<file path="src/rtl/riscv_pkg.sv">
// Shared RISC-V types used by the issue path.
// The instruction word is carried as its decoded R-type fields.
package riscv_pkg;

  typedef struct packed {
    logic [6:0] funct7;
    logic [4:0] rs2;
    logic [4:0] rs1;
    logic [2:0] funct3;
    logic [4:0] rd;
    logic [6:0] opcode;
  } riscv_instr_t;

endpackage

</file>
<file path="src/rtl/reservation_station_if.sv">
// Dispatch, issue and result-bus signals of the reservation station.
// master = surrounding pipeline, slave = the station itself.
interface reservation_station_if #(
  parameter int DATA_WIDTH = 32,
  parameter int TAG_W      = 5
);
  import riscv_pkg::*;

  logic                  dispatch_valid_i;
  logic                  dispatch_ready_o;
  riscv_instr_t          dispatch_opcode_i;
  logic                  dispatch_rs1_ready_i;
  logic [DATA_WIDTH-1:0] dispatch_rs1_value_i;
  logic [TAG_W-1:0]      dispatch_rs1_tag_i;
  logic                  dispatch_rs2_ready_i;
  logic [DATA_WIDTH-1:0] dispatch_rs2_value_i;
  logic [TAG_W-1:0]      dispatch_rs2_tag_i;
  logic [TAG_W-1:0]      dispatch_rob_tag_i;

  logic                  issue_valid_o;
  logic                  issue_ready_i;
  riscv_instr_t          issue_opcode_o;
  logic [DATA_WIDTH-1:0] issue_v_rs1_o;
  logic [DATA_WIDTH-1:0] issue_v_rs2_o;
  logic [TAG_W-1:0]      issue_rob_tag_o;

  logic                  cdb_valid_i;
  logic [TAG_W-1:0]      cdb_rob_tag_i;
  logic [DATA_WIDTH-1:0] cdb_data_i;

  modport master (
    output dispatch_valid_i,
    input  dispatch_ready_o,
    output dispatch_opcode_i,
    output dispatch_rs1_ready_i,
    output dispatch_rs1_value_i,
    output dispatch_rs1_tag_i,
    output dispatch_rs2_ready_i,
    output dispatch_rs2_value_i,
    output dispatch_rs2_tag_i,
    output dispatch_rob_tag_i,
    input  issue_valid_o,
    output issue_ready_i,
    input  issue_opcode_o,
    input  issue_v_rs1_o,
    input  issue_v_rs2_o,
    input  issue_rob_tag_o,
    output cdb_valid_i,
    output cdb_rob_tag_i,
    output cdb_data_i
  );

  modport slave (
    input  dispatch_valid_i,
    output dispatch_ready_o,
    input  dispatch_opcode_i,
    input  dispatch_rs1_ready_i,
    input  dispatch_rs1_value_i,
    input  dispatch_rs1_tag_i,
    input  dispatch_rs2_ready_i,
    input  dispatch_rs2_value_i,
    input  dispatch_rs2_tag_i,
    input  dispatch_rob_tag_i,
    output issue_valid_o,
    input  issue_ready_i,
    output issue_opcode_o,
    output issue_v_rs1_o,
    output issue_v_rs2_o,
    output issue_rob_tag_o,
    input  cdb_valid_i,
    input  cdb_rob_tag_i,
    input  cdb_data_i
  );

endinterface

</file>
<file path="src/rtl/reservation_station.sv">
// Unified reservation station: buffers dispatched ops, snoops the CDB
// for operands and issues the lowest-index ready entry each cycle.
module reservation_station
  import riscv_pkg::*;
#(
  parameter  int DATA_WIDTH  = 32,
  parameter  int ROB_SIZE    = 32,
  parameter  int NUM_ENTRIES = 8,
  localparam int TAG_W       = $clog2(ROB_SIZE),
  localparam int CNT_W       = $clog2(NUM_ENTRIES + 1)
) (
  input  logic                     clk_i,
  input  logic                     rst_ni,
  input  logic                     flush_i,
  reservation_station_if.slave     bus,
  output logic [CNT_W-1:0]         occupancy_o
);

  localparam int IDX_W = $clog2(NUM_ENTRIES);
  localparam logic [CNT_W-1:0] FULL = CNT_W'(NUM_ENTRIES);

  typedef struct packed {
    logic                  rdy;
    logic [TAG_W-1:0]      tag;
    logic [DATA_WIDTH-1:0] val;
  } opnd_t;

  logic [NUM_ENTRIES-1:0] r_valid;
  riscv_instr_t           r_op  [NUM_ENTRIES];
  logic [TAG_W-1:0]       r_rob [NUM_ENTRIES];
  opnd_t                  r_s1  [NUM_ENTRIES];
  opnd_t                  r_s2  [NUM_ENTRIES];
  logic [CNT_W-1:0]       r_occ;

  logic [NUM_ENTRIES-1:0] w_rdy;
  logic [IDX_W-1:0]       w_sel;
  logic [IDX_W-1:0]       w_free;
  logic                   w_any;
  logic                   w_has_free;
  logic                   w_dready;
  logic                   w_iv;
  logic                   w_disp;
  logic                   w_iss;
  opnd_t                  w_d1;
  opnd_t                  w_d2;

  always_comb begin
    for (int i = 0; i < NUM_ENTRIES; i++) begin
      w_rdy[i] = r_valid[i] & r_s1[i].rdy & r_s2[i].rdy;
    end
  end

  // Fixed priority: scan downwards so the lowest index wins.
  always_comb begin
    w_sel      = '0;
    w_any      = 1'b0;
    w_free     = '0;
    w_has_free = 1'b0;
    for (int i = NUM_ENTRIES - 1; i >= 0; i--) begin
      if (w_rdy[i]) begin
        w_sel = IDX_W'(i);
        w_any = 1'b1;
      end
      if (!r_valid[i]) begin
        w_free     = IDX_W'(i);
        w_has_free = 1'b1;
      end
    end
  end

  assign w_dready = (r_occ < FULL);
  assign w_iv     = w_any & ~flush_i;
  assign w_disp   = bus.dispatch_valid_i & w_dready & ~flush_i;
  assign w_iss    = w_iv & bus.issue_ready_i;

  // A producer broadcasting in the dispatch cycle is captured directly.
  always_comb begin
    w_d1.tag = bus.dispatch_rs1_tag_i;
    w_d1.rdy = bus.dispatch_rs1_ready_i |
               (bus.cdb_valid_i &
                (bus.cdb_rob_tag_i == bus.dispatch_rs1_tag_i));
    w_d1.val = bus.dispatch_rs1_ready_i ?
               bus.dispatch_rs1_value_i : bus.cdb_data_i;
    w_d2.tag = bus.dispatch_rs2_tag_i;
    w_d2.rdy = bus.dispatch_rs2_ready_i |
               (bus.cdb_valid_i &
                (bus.cdb_rob_tag_i == bus.dispatch_rs2_tag_i));
    w_d2.val = bus.dispatch_rs2_ready_i ?
               bus.dispatch_rs2_value_i : bus.cdb_data_i;
  end

  assign bus.dispatch_ready_o = w_dready;
  assign bus.issue_valid_o    = w_iv;
  assign bus.issue_opcode_o   = w_iv ? r_op[w_sel]     : '0;
  assign bus.issue_v_rs1_o    = w_iv ? r_s1[w_sel].val : '0;
  assign bus.issue_v_rs2_o    = w_iv ? r_s2[w_sel].val : '0;
  assign bus.issue_rob_tag_o  = w_iv ? r_rob[w_sel]    : '0;
  assign occupancy_o          = r_occ;

  always_ff @(posedge clk_i or negedge rst_ni) begin
    if (!rst_ni) begin
      r_valid <= '0;
    end else if (flush_i) begin
      r_valid <= '0;
    end else begin
      if (w_iss) r_valid[w_sel] <= 1'b0;
      if (w_disp) r_valid[w_free] <= 1'b1;
    end
  end

  always_ff @(posedge clk_i or negedge rst_ni) begin
    if (!rst_ni) begin
      r_occ <= '0;
    end else if (flush_i) begin
      r_occ <= '0;
    end else begin
      case ({w_disp, w_iss})
        2'b10: if (r_occ != FULL) r_occ <= r_occ + 1'b1;
        2'b01: if (r_occ != '0) r_occ <= r_occ - 1'b1;
        default: r_occ <= r_occ;
      endcase
    end
  end

  // Payload carries no reset; validity alone qualifies it.
  always_ff @(posedge clk_i) begin
    for (int i = 0; i < NUM_ENTRIES; i++) begin
      if (r_valid[i] && bus.cdb_valid_i) begin
        if (!r_s1[i].rdy && r_s1[i].tag == bus.cdb_rob_tag_i) begin
          r_s1[i].rdy <= 1'b1;
          r_s1[i].val <= bus.cdb_data_i;
        end
        if (!r_s2[i].rdy && r_s2[i].tag == bus.cdb_rob_tag_i) begin
          r_s2[i].rdy <= 1'b1;
          r_s2[i].val <= bus.cdb_data_i;
        end
      end
    end
    if (w_disp) begin
      r_op[w_free]  <= bus.dispatch_opcode_i;
      r_rob[w_free] <= bus.dispatch_rob_tag_i;
      r_s1[w_free]  <= w_d1;
      r_s2[w_free]  <= w_d2;
    end
  end

  a_occ_max: assert property (
    @(posedge clk_i) disable iff (!rst_ni) r_occ <= FULL);

  a_occ_cnt: assert property (
    @(posedge clk_i) disable iff (!rst_ni)
    r_occ == CNT_W'($countones(r_valid)));

  a_disp_slot: assert property (
    @(posedge clk_i) disable iff (!rst_ni) !w_disp || w_has_free);

endmodule

</file>
<file path="src/flat_wrapper.sv">
// flat-port wrapper written by rule: the top's interface ports become plain ports
module reservation_station_flat import riscv_pkg::*;
#(
  parameter  int DATA_WIDTH  = 32,
  parameter  int ROB_SIZE    = 32,
  parameter  int NUM_ENTRIES = 8,
  localparam int TAG_W       = $clog2(ROB_SIZE),
  localparam int CNT_W       = $clog2(NUM_ENTRIES + 1)
)
  (clk_i, rst_ni, flush_i, occupancy_o, bus_dispatch_valid_i, bus_dispatch_ready_o, bus_dispatch_opcode_i, bus_dispatch_rs1_ready_i, bus_dispatch_rs1_value_i, bus_dispatch_rs1_tag_i, bus_dispatch_rs2_ready_i, bus_dispatch_rs2_value_i, bus_dispatch_rs2_tag_i, bus_dispatch_rob_tag_i, bus_issue_valid_o, bus_issue_ready_i, bus_issue_opcode_o, bus_issue_v_rs1_o, bus_issue_v_rs2_o, bus_issue_rob_tag_o, bus_cdb_valid_i, bus_cdb_rob_tag_i, bus_cdb_data_i);
  reservation_station_if #(.DATA_WIDTH(DATA_WIDTH)) bus_i ();
  input  logic clk_i;
  input  logic rst_ni;
  input  logic flush_i;
  output logic [CNT_W-1:0] occupancy_o;
  input wire logic [$bits(bus_i.dispatch_valid_i)-1:0] bus_dispatch_valid_i;
  output wire logic [$bits(bus_i.dispatch_ready_o)-1:0] bus_dispatch_ready_o;
  input wire logic [$bits(bus_i.dispatch_opcode_i)-1:0] bus_dispatch_opcode_i;
  input wire logic [$bits(bus_i.dispatch_rs1_ready_i)-1:0] bus_dispatch_rs1_ready_i;
  input wire logic [$bits(bus_i.dispatch_rs1_value_i)-1:0] bus_dispatch_rs1_value_i;
  input wire logic [$bits(bus_i.dispatch_rs1_tag_i)-1:0] bus_dispatch_rs1_tag_i;
  input wire logic [$bits(bus_i.dispatch_rs2_ready_i)-1:0] bus_dispatch_rs2_ready_i;
  input wire logic [$bits(bus_i.dispatch_rs2_value_i)-1:0] bus_dispatch_rs2_value_i;
  input wire logic [$bits(bus_i.dispatch_rs2_tag_i)-1:0] bus_dispatch_rs2_tag_i;
  input wire logic [$bits(bus_i.dispatch_rob_tag_i)-1:0] bus_dispatch_rob_tag_i;
  output wire logic [$bits(bus_i.issue_valid_o)-1:0] bus_issue_valid_o;
  input wire logic [$bits(bus_i.issue_ready_i)-1:0] bus_issue_ready_i;
  output wire logic [$bits(bus_i.issue_opcode_o)-1:0] bus_issue_opcode_o;
  output wire logic [$bits(bus_i.issue_v_rs1_o)-1:0] bus_issue_v_rs1_o;
  output wire logic [$bits(bus_i.issue_v_rs2_o)-1:0] bus_issue_v_rs2_o;
  output wire logic [$bits(bus_i.issue_rob_tag_o)-1:0] bus_issue_rob_tag_o;
  input wire logic [$bits(bus_i.cdb_valid_i)-1:0] bus_cdb_valid_i;
  input wire logic [$bits(bus_i.cdb_rob_tag_i)-1:0] bus_cdb_rob_tag_i;
  input wire logic [$bits(bus_i.cdb_data_i)-1:0] bus_cdb_data_i;
  assign bus_i.dispatch_valid_i = bus_dispatch_valid_i;
  assign bus_dispatch_ready_o = bus_i.dispatch_ready_o;
  assign bus_i.dispatch_opcode_i = bus_dispatch_opcode_i;
  assign bus_i.dispatch_rs1_ready_i = bus_dispatch_rs1_ready_i;
  assign bus_i.dispatch_rs1_value_i = bus_dispatch_rs1_value_i;
  assign bus_i.dispatch_rs1_tag_i = bus_dispatch_rs1_tag_i;
  assign bus_i.dispatch_rs2_ready_i = bus_dispatch_rs2_ready_i;
  assign bus_i.dispatch_rs2_value_i = bus_dispatch_rs2_value_i;
  assign bus_i.dispatch_rs2_tag_i = bus_dispatch_rs2_tag_i;
  assign bus_i.dispatch_rob_tag_i = bus_dispatch_rob_tag_i;
  assign bus_issue_valid_o = bus_i.issue_valid_o;
  assign bus_i.issue_ready_i = bus_issue_ready_i;
  assign bus_issue_opcode_o = bus_i.issue_opcode_o;
  assign bus_issue_v_rs1_o = bus_i.issue_v_rs1_o;
  assign bus_issue_v_rs2_o = bus_i.issue_v_rs2_o;
  assign bus_issue_rob_tag_o = bus_i.issue_rob_tag_o;
  assign bus_i.cdb_valid_i = bus_cdb_valid_i;
  assign bus_i.cdb_rob_tag_i = bus_cdb_rob_tag_i;
  assign bus_i.cdb_data_i = bus_cdb_data_i;
  reservation_station #(.DATA_WIDTH(DATA_WIDTH), .ROB_SIZE(ROB_SIZE), .NUM_ENTRIES(NUM_ENTRIES)) u_core (.clk_i(clk_i), .rst_ni(rst_ni), .flush_i(flush_i), .bus(bus_i), .occupancy_o(occupancy_o));
endmodule
</file>
<file path="config.mk">
export PLATFORM = sky130hd
export DESIGN_NAME = reservation_station_flat
export DESIGN_NICKNAME = d
export VERILOG_FILES = /design/src/rtl/riscv_pkg.sv /design/src/rtl/reservation_station_if.sv /design/src/rtl/reservation_station.sv /design/src/flat_wrapper.sv
export SDC_FILE = /design/constraint.sdc
export NUM_CORES = 1
export LEC_CHECK = 0
export BUFFER_PORTS_ARGS = -buffer_cell sky130_fd_sc_hd__buf_2
export CAP_MARGIN = 5
export CELL_PAD_IN_SITES_DETAIL_PLACEMENT = 1
export CELL_PAD_IN_SITES_GLOBAL_PLACEMENT = 2
export CORE_ASPECT_RATIO = 0.6
export CORE_MARGIN = 5
export CORE_UTILIZATION = 45
export DETAILED_ROUTE_END_ITERATION = 6
export PLACE_DENSITY_LB_ADDON = 0.1
export SETUP_SLACK_MARGIN = 0.4
export SYNTH_ARGS = -nofsm -noshare
export SYNTH_HDL_FRONTEND = slang
export SYNTH_SLANG_ARGS = --single-unit
</file>
<file path="constraint.sdc">
create_clock -name clk_i -period 14.7 [get_ports clk_i]
set_input_delay 2.205 -clock clk_i [delete_from_list [all_inputs] [get_ports clk_i]]
set_output_delay 2.205 -clock clk_i [all_outputs]
set_load 0.05 [all_outputs]
</file>
==> impl_metrics.toml <==
[grt]
grt_pass1_vias = 30600
grt_usage = 0.282
grt_max_degree = 198
grt_pass1_wl_um = 201000
antenna_found_initial = 14
grt.overflow.total = 0

[clock_network]
numClockSinks = 916
hold_buffers = 0
cts_buffer_depth = 3
cts-root-buf = "clkbuf_16"
htree_levels = 3
clk_pin_slew_ns = 0.06
post_cts_buffers = 0
postCtsResizedCells = 0
worstSkewPairLatency_ns = 0.69
cts_buffers = 87
cts_tree = "built"

[sta]
worst-slew-pin-transition_ns = 1.34
period_share = 0.537
hold_viol = 0
maxClockFrequency_ghz = 0.127
finClkSkew_ns = 0.0233
min_period_ns = 7.89
slew_viol_final = 0
setup_viol_count_final = 0
rsz0062_at_grt = "no"
slew_headroom = 0.110
fin_ws_ns = 6.81
final.setup.tns_ns = 0

[worst_setup_path]
crit_required_ns = 12.49
critical_path_arrival_ns = 5.69
start_kind = "flop"
worst-setup-path-type = "reg2out"
crit_path_end_kind = "output port"
ff2ff_path_depth = 8
worstSetupStartpoint = "u_core.r_valid[6]$_DFF_PN0_"
crit_fanout = 102
r2r_start = "u_core.r_valid[7]$_DFF_PN0_"

[worst_hold_path]
min_path_type = "reg2reg"
min_from = "u_core.r_s2[2][37]$_DFF_P_"
min_path_cells = 1

[power_and_ir_drop]
vdd_drop_max_mv = 0.0928
cellPowerDensity_nw_per_um2 = 122
power.total_mw = 5.45
leakage_nw = 14.5

[layout]
synthToLayoutAreaGrowth_pct = 11.5
fin_nets = 3498
multi_input_area_um2 = 11600
final_cell_mix = "edfxtp_1, a21oi_1, nor2_1, buf_2, nand2_1"
seq_area_um2 = 27300
post_route_cells_drive_above_1_share = 0.135
final_common_cell = "edfxtp_1"
nFillCells = 9016

[logic_synthesis]
synth_top_area_cell = "edfxtp_1"
synth_top_area_share = 0.665
ys_seq_elements = 916
postSynthCellCount = 3254
yosysWarnings = 0
synth-edff-count = 888
yosys-top-cells-area = "edfxtp_1, a21oi_1, o221ai_1"
synth_area_um2 = 40100
synth-main-ff-cell = "edfxtp_1"
async_flop_share = 0.0131
yosysSeqAreaShare = 0.680
synth_nets = 3412
yosysUniqueCellTypes = 56
avgSynthCellArea_um2 = 12.3

[route]
postRouteAntennaNets = 0
vias = 29700
drc_errors = 0
drtIter0Drc = 2998
first_pass_iters = 5
wl_per_cell_um = 29.9
avgViaCountPerCell = 6.49
finalWirelength_um = 137000

[die]
start_util = 0.456
pin_count = 263
fp.dieW_um = 396
die-area_um2 = 95400
fp.dieH_um = 241
rows = 84
core_um2 = 88000

[place]
port_buffers = 262
place_congestion = 0.787
hpwl_um = 74200
post-place-ws_ns = 7.70

[run_status]
run_status = "finished, final reports clean"

[job]
maxCapViolations = 0
## worst paths after layout
kind,end,slack (ns)
min in group asynchronous,u_core.r_valid[1]$_DFF_PN0_,1.41
max in group asynchronous,u_core.occupancy_o[1]$_DFFE_PN0P_,13.04
worst min register to register,u_core.r_s2[2][37]$_DFF_P_,0.53
worst max register to register,u_core.r_s2[4][26]$_DFFE_PP_,10.04
worst min-delay path,u_core.r_s2[2][37]$_DFF_P_,0.53
worst max-delay path,bus_issue_v_rs2_o[1],6.81
## cell families after synthesis
group | Yosys count | synth area share
AO/OA/AOI/OAI | 1277 | 0.188
XOR/XNOR | 93 | 0.0203
adder cells (fa/ha/maj) | 3 | 0.000873
buffers and inverters | 318 | 0.0350
flip-flops | 916 | 0.680
multiplexers | 66 | 0.0165
AND/OR/NAND/NOR | 581 | 0.0593
## where the power goes
| part | internal (mW) | switching (mW) | leakage (nW) |
|---|---|---|---|
| clock | 1.18 | 1.01 | 1.31 |
| combinational | 0.0933 | 0.258 | 4.89 |
| sequential | 2.89 | 0.0121 | 8.31 |
| total | 4.17 | 1.28 | 14.5 |
## layer usage
| metal | GRT usage | vias to the layer above | wire length [um] |
|---|---|---|---|
| met4 | 0.0820 | 4 | 3670 |
| met3 | 0.0532 | 231 | 10600 |
| met1 | 0.402 | 15400 | 59800 |
| met5 | 0 | - | 21 |
| li1 | - | 12800 | - |
| met2 | 0.448 | 1325 | 63000 |
## state kept, by name (all words and copies together), names as in the netlist
| name | count |
|---|---|
| u_core.occupancy_o | 4 |
| u_core.r_op | 256 |
| u_core.r_rob | 40 |
| u_core.r_s1 | 304 |
| u_core.r_s2 | 304 |
| u_core.r_valid | 8 |
## stage by stage
stage	util	instances	instance area, um2	hold slack, ns
after detailed placement	0.478	4412	42000	0.504
final	0.508	4579	44700	0.526
after global placement	0.478	4412	42000	0.491
after global routing	0.508	4579	44700	0.546
after CTS	0.508	4571	44700	0.519
after floorplan	-	3254	40100	0.452
## worst max-delay path: stages, from the launching register on
cell	delay, ns
dfrtp_1	0.46
and3_1	0.26
nor2_4	0.58
buf_4	0.80
buf_4	1.01
o21ai_0	0.23
a31oi_1	0.24
o221ai_1	0.19
a21oi_1	0.68
buf_2	0.40
## cell type report
class                   instances  area share
diodes                          8    0.000448
well taps                    1161      0.0325
repair buffers                306      0.0370
clock inverters                43     0.00736
clock buffers                 116      0.0527
multi-input cells            2020       0.259
flip-flops and latches        916       0.610
inverters                       9     0.00120
## Yosys cell counts (2+ instances only)
cell type	number
a22oi_1	2
nand3b_1	2
edfxtp_1	888
a21oi_1	620
or2_2	6
o21ai_0	215
o221ai_1	202
or2_1	5
nor2_2	3
mux2i_1	66
xor2_1	25
buf_6	3
nor4_1	10
buf_1	19
buf_2	124
o22a_1	8
inv_2	4
ha_1	2
o41ai_1	9
nand2_1	229
nand2b_1	5
a31oi_1	203
a211oi_1	2
dfxtp_1	16
clkbuf_1	154
a31o_2	2
dfrtp_1	12
inv_1	5
and3_1	3
nor2_1	278
nand4_1	19
xnor2_1	68
o31ai_1	4
buf_4	9
nand3_1	9
nor2b_1	3
Note: power is estimated with default switching activity, not from simulation.
